File: src/rtl/xw_enc_pkg.sv
// Shared definitions for the registered 8-to-3 priority encoder.
//   A_IDLE_L    : active-low code driven when no line is active / disabled
//   N_LINES     : number of request lines
//   enc_state_t : press-tracking FSM states
package xw_enc_pkg;

    localparam int         N_LINES  = 8;
    localparam logic [2:0] A_IDLE_L = 3'b111;

    typedef enum logic {
        IDLE = 1'b0,
        HELD = 1'b1
    } enc_state_t;

endpackage

File: src/rtl/xw_debounce_line.sv
// One request line: 2-FF synchroniser followed by a counter debouncer.
// The debounced level flips only after DEB_CYCLES consecutive clocks on
// which the synchronised level disagrees with it.
//   clk    in  system clock
//   rst_n  in  synchronous active-low reset
//   din_l  in  raw asynchronous line (active-low)
//   db_l   out debounced level (active-low, resets inactive high)
module xw_debounce_line #(
    parameter  int DEB_CYCLES = 4,
    localparam int CNT_W      = $clog2(DEB_CYCLES + 1)
) (
    input  logic clk,
    input  logic rst_n,
    input  logic din_l,
    output logic db_l
);

    logic             sync1_q, sync1_d;
    logic             sync2_q, sync2_d;
    logic             db_q,    db_d;
    logic [CNT_W-1:0] cnt_q,   cnt_d;

    // NOTE: every signal gets a default at the top of the block so no path
    // leaves it unassigned, which would otherwise infer a latch.
    always_comb begin
        sync1_d = din_l;
        sync2_d = sync1_q;
        db_d    = db_q;
        cnt_d   = '0;
        if (sync2_q != db_q) begin
            if (cnt_q == CNT_W'(DEB_CYCLES - 1)) begin
                // Last mismatch clock of the run: accept the new level.
                db_d  = sync2_q;
                cnt_d = '0;
            end else begin
                cnt_d = cnt_q + CNT_W'(1);
            end
        end
    end

    // NOTE: state updates use non-blocking assignments so all flops sample
    // pre-edge values; the reset is synchronous, so it sits inside the
    // clocked branch rather than in the sensitivity list.
    always_ff @(posedge clk) begin
        if (!rst_n) begin
            sync1_q <= 1'b1;
            sync2_q <= 1'b1;
            db_q    <= 1'b1;
            cnt_q   <= '0;
        end else begin
            sync1_q <= sync1_d;
            sync2_q <= sync2_d;
            db_q    <= db_d;
            cnt_q   <= cnt_d;
        end
    end

    assign db_l = db_q;

endmodule

File: src/rtl/xw_prio_encoder_sync.sv
// Registered 74148-style 8-to-3 priority encoder with debounced inputs and
// a valid/ack event latch that reports each new highest-priority press once.
//   clk          in   system clock
//   rst_n        in   synchronous active-low reset
//   ei_l         in   enable, active-low, asynchronous (synchronised only)
//   i_l[7:0]     in   request lines, active-low, bit 7 highest priority
//   a_l[2:0]     out  encoded index of highest active line, active-low
//   gs_l         out  low when enabled and a debounced line is active
//   eo_l         out  low when enabled and no debounced line is active
//   evt_valid    out  new-press event pending
//   evt_code     out  active-high index of the event's line
//   evt_ack      in   consumer acknowledge (only meaningful while valid)
//   evt_overrun  out  sticky: an unacknowledged event was overwritten
module xw_prio_encoder_sync
    import xw_enc_pkg::*;
#(
    parameter int DEB_CYCLES = 4
) (
    input  logic       clk,
    input  logic       rst_n,
    input  logic       ei_l,
    input  logic [7:0] i_l,
    output logic [2:0] a_l,
    output logic       gs_l,
    output logic       eo_l,
    output logic       evt_valid,
    output logic [2:0] evt_code,
    input  logic       evt_ack,
    output logic       evt_overrun
);

    logic [N_LINES-1:0] db_l;

    for (genvar k = 0; k < N_LINES; k++) begin : g_line
        xw_debounce_line #(.DEB_CYCLES(DEB_CYCLES)) u_line (
            .clk   (clk),
            .rst_n (rst_n),
            .din_l (i_l[k]),
            .db_l  (db_l[k])
        );
    end

    logic       ei_sync1_q, ei_sync1_d;
    logic       ei_sync2_q, ei_sync2_d;
    logic [2:0] a_q,        a_d;
    logic       gs_q,       gs_d;
    logic       eo_q,       eo_d;
    enc_state_t state_q,    state_d;
    logic [2:0] held_q,     held_d;
    logic       valid_q,    valid_d;
    logic [2:0] code_q,     code_d;
    logic       ovr_q,      ovr_d;
    logic       raise;
    logic       ack_take;
    logic [2:0] code_now;

    // Encoder stage: ascending scan, so the highest active line wins.
    always_comb begin
        ei_sync1_d = ei_l;
        ei_sync2_d = ei_sync1_q;
        a_d        = A_IDLE_L;
        gs_d       = 1'b1;
        eo_d       = 1'b1;
        if (!ei_sync2_q) begin
            eo_d = 1'b0;
            for (int i = 0; i < N_LINES; i++) begin
                if (!db_l[i]) begin
                    a_d  = ~3'(i);
                    gs_d = 1'b0;
                    eo_d = 1'b1;
                end
            end
        end
    end

    // Press tracker, driven from the registered encoder outputs.
    always_comb begin
        code_now = ~a_q;
        state_d  = state_q;
        held_d   = held_q;
        raise    = 1'b0;
        case (state_q)
            IDLE: begin
                if (!gs_q) begin
                    state_d = HELD;
                    raise   = 1'b1;
                    held_d  = code_now;
                end
            end
            HELD: begin
                if (gs_q) begin
                    state_d = IDLE;
                end else if (code_now != held_q) begin
                    // Higher press, or a higher line released exposing a lower one.
                    raise  = 1'b1;
                    held_d = code_now;
                end
            end
            default: state_d = IDLE;
        endcase
    end

    // Event latch and handshake.
    always_comb begin
        ack_take = evt_ack && valid_q;
        valid_d  = valid_q;
        code_d   = code_q;
        ovr_d    = ovr_q;
        if (raise) begin
            valid_d = 1'b1;
            code_d  = code_now;
            if (ack_take) begin
                ovr_d = 1'b0;
            end else if (valid_q) begin
                ovr_d = 1'b1;
            end
        end else if (ack_take) begin
            valid_d = 1'b0;
            ovr_d   = 1'b0;
        end
    end

    always_ff @(posedge clk) begin
        if (!rst_n) begin
            ei_sync1_q <= 1'b1;
            ei_sync2_q <= 1'b1;
            a_q        <= A_IDLE_L;
            gs_q       <= 1'b1;
            eo_q       <= 1'b1;
            state_q    <= IDLE;
            held_q     <= '0;
            valid_q    <= 1'b0;
            code_q     <= '0;
            ovr_q      <= 1'b0;
        end else begin
            ei_sync1_q <= ei_sync1_d;
            ei_sync2_q <= ei_sync2_d;
            a_q        <= a_d;
            gs_q       <= gs_d;
            eo_q       <= eo_d;
            state_q    <= state_d;
            held_q     <= held_d;
            valid_q    <= valid_d;
            code_q     <= code_d;
            ovr_q      <= ovr_d;
        end
    end

    assign a_l         = a_q;
    assign gs_l        = gs_q;
    assign eo_l        = eo_q;
    assign evt_valid   = valid_q;
    assign evt_code    = code_q;
    assign evt_overrun = ovr_q;

endmodule

File: config.mk
export PLATFORM = sky130hd
export DESIGN_NAME = xw_prio_encoder_sync
export DESIGN_NICKNAME = d
export VERILOG_FILES = /design/src/rtl/xw_enc_pkg.sv /design/src/rtl/xw_debounce_line.sv /design/src/rtl/xw_prio_encoder_sync.sv
export SDC_FILE = /design/constraint.sdc
export NUM_CORES = 1
export LEC_CHECK = 0
export CAP_MARGIN = 25
export CORE_MARGIN = 10
export CORE_UTILIZATION = 30
export CTS_CLUSTER_SIZE = 24
export DETAILED_ROUTE_END_ITERATION = 12
export GPL_TIMING_DRIVEN = 0
export PLACE_DENSITY = 0.54
export SYNTH_ARGS = -nofsm -noshare
export SYNTH_HDL_FRONTEND = slang
export SYNTH_SLANG_ARGS = --single-unit
File: constraint.sdc
create_clock -name clk -period 3.15 [get_ports clk]
set_clock_uncertainty 0.1 [all_clocks]
set_input_delay 0.63 -clock clk [delete_from_list [all_inputs] [get_ports clk]]
set_output_delay 0.63 -clock clk [all_outputs]
set_load 0.1 [all_outputs]
==> results.yml <==
yosys:
  synth_mux_area_frac: 0.02643
  synth_top_cell_by_area: "dfxtp_1"
  synth-simple-area-share: 0.1768
  yosysWarningCount: 0
  seq_area_frac_synth: 0.5639
  ys_types: 22
  synth_nets: 245
  yosys-top-cells-area: "dfxtp_1 (56%), ha_1 (8.8%), nand2b_1 (5.0%), nor2_1 (4.3%), xor2_1 (3.5%)"
  synthAdderAreaFrac: 0.08811
  ys_ff_latch: 64
  netlist_area_mm2: 0.002272
  avgSynthCellArea_um2: 10.47
  synth-compound-area-share: 0.05837
  yosys.area_share.xor_xnor: 0.04901
  synthCells: 217
  synth_top_family_by_area: "simple AND/OR/NAND/NOR gates"
  netlist.area_leader.share: 0.5639
final_layout:
  ff_latch_area_mm2: 0.001281
  multi_input_area_um2: 905.9
  fin_util: 0.3830
  antenna_cells: 0
  fin_nets: 277
  synthToLayoutAreaGrowth_pct: 22.91
  drive_above_1_share: 0.07510
  fill_cells: 766
placement:
  preCtsSetupSlack_ns: 0.7171
  dp_hpwl_mm: 2.501
  portBuffers: 21
  gp_congestion: 0.6912
clock_tree:
  clkSinkCount: 64
  path_clk_slew_ns: 0.07
  post_cts.repair.setup_buffers: 0
  cts_tree: "built"
  cts_buffers: 9
  clockBufferDepth: 2
  cts_resized: 0
  worst_skew_pair.late_latency_ns: 0.33
  root_buffer: "clkbuf_8"
  h-tree-depth: 3
  holdBufCountCts: 0
grt:
  grt_pass1_vias: 1357
  grt-ovfl-total: 0
  grt_start_max_net_pins: 11
  grtUsageTotal: 0.06852
  grt_pass1_wl_mm: 6.147
  antenna_found_initial: 0
route:
  routed_wl_mm: 3.438
  drtPass1Iterations: 3
  ant_nets: 0
  detail_route.iter0.violations: 27
  via_per_inst: 4.020
  wire_per_inst_um: 9.767
  drcViolationCount: 0
  vias: 1415
floorplan:
  dieArea_mm2: 0.01146
  core_area_mm2: 0.007292
  die_y_um: 107.0
  start_util: 0.3116
  die_w_um: 107.0
  fp-row-count: 31
  io_pins: 22
worst_setup_path:
  worstPathMaxFanout: 9
  cp_data_required_time_ns: 2.42
  cp_slowest_cell: "clkdlybuf4s50_1"
  crit_path_cell_trace: "clkdlybuf4s50_1"
  endpoint_kind: "output pin"
  worstPathArrival_ns: 2.04
  crit_type: "register to output pin"
  crit_family: "buffers and inverters"
  crit_buf_inv: 1
  start_kind: "register"
  critical-path-max-stage-delay_ns: 1.20
timing:
  hold_viol_final: 0
  setup_slack_ns: 0.3815
  fin_setup_tns_ns: 0
  worst_slew_pin_slew_ns: 0.9794
  rsz0062_at_grt: "no"
  fin_crit_ns: 2.768
  period_share: 0.8789
  fmax_mhz: 361.2
  drv_slew: 0
  relSlewSlack: 0.3450
  setup-violations-final: 0
job:
  drv_cap: 0
hold_path:
  holdCritPathClass: "register to register"
power_and_ir_drop:
  vdd_drop_max_mv: 0.1884
  power.leakage_nw: 1.137
  powerDensity_mw_per_mm2: 551.8
  finalPower_mw: 1.541
outcome:
  outcome: "finished clean"
## path summary, 6_finish.rpt
kind,endpoint,cells past startpoint,slack (ns),startpoint
worst max-delay path,gs_l,1,0.38,gs_l$_SDFF_PP1_
worst min-delay path,g_line[5].u_line.sync2_q$_SDFF_PN1_,1,0.30,g_line[5].u_line.sync1_q$_SDFF_PN1_
worst max register to register,evt_code[2]$_SDFFE_PN0P_,3,1.83,a_l[0]$_SDFF_PP1_
worst min register to register,g_line[5].u_line.sync2_q$_SDFF_PN1_,1,0.30,g_line[5].u_line.sync1_q$_SDFF_PN1_
## cells in the final DEF (no fill, tap or decap), types with 7 or more instances in the layout
| master | count |
|---|---|
| clkbuf_8 | 10 |
| clkdlybuf4s50_1 | 21 |
| dfxtp_1 | 64 |
| ha_1 | 16 |
| inv_1 | 18 |
| nand2_1 | 20 |
| nand2b_1 | 18 |
| nand3b_1 | 8 |
| nor2_1 | 26 |
| o21ai_0 | 7 |
| xor2_1 | 9 |
## power by group
group	switching (mW)	leakage (nW)	internal [mW]
Clock	0.289	0.0989	0.379
Sequential	0.00532	0.521	0.823
Combinational	0.0204	0.517	0.0240
Total	0.315	1.14	1.23
## area by class of cell
class	count	area share
inverter	18	0.02419
sequential	64	0.4588
clock buffer	11	0.05063
clock inverter	4	0.01613
buffer	4	0.006272
multi-input combinational	131	0.3244
tap	99	0.04435
timing repair buffer	21	0.07527
## worst reg2reg max path, stage by stage, from the launching register on
cell,delay [ns]
dfxtp_1,0.39
xor2_1,0.27
a41oi_4,0.21
o211a_1,0.24
## per-stage QoR
stage	std cells	cell area (µm²)	hold slack [ns]
floorplan	217	2272	0.2863
global placement	337	2606	0.2914
detailed placement	337	2606	0.2951
CTS	352	2793	0.3093
global route	352	2793	0.3218
finish	352	2793	0.3021
## synth_stat cells, drive strengths merged
master / count
mux2i: 6
ha: 16
clkbuf: 2
nor2: 26
buf: 2
o211ai: 2
inv: 18
xor2: 11
o21a: 1
a21boi: 1
nand2: 20
nor2b: 4
a21oi: 2
dfxtp: 64
nand4: 2
a41oi: 1
nand3b: 8
o21ai: 7
o211a: 3
and2: 3
nand2b: 18
## layer usage
metal / track usage / vias to the layer above / wire, µm
met3: 0.03293 / 11 / 243
met2: 0.09817 / 27 / 1427
li1: - / 757 / -
met4: 0.05513 / 0 / 123
met5: 0 / - / 0
met1: 0.07583 / 620 / 1643
## logic make-up (layout without fill, tap and decap cells)
family / after synthesis / count (layout)
compound gates: 17 / 17
xor+xnor: 11 / 11
fa+ha+maj: 16 / 16
buf+inv: 22 / 58
flops: 64 / 64
mux: 6 / 6
simple gates: 81 / 81
## flip-flops by register name (all words and copies together) (netlist names)
name and count:
eo_l 1, g_line.u_line.sync2_q 8, g_line.u_line.cnt_q 24, evt_overrun 1, gs_l 1, held_q 3
ei_sync1_q 1, g_line.u_line.db_l 8, ei_sync2_q 1, evt_valid 1, g_line.u_line.sync1_q 8, evt_code 3
a_l 3, state_q 1
Note: power is estimated with default switching activity, not from simulation.
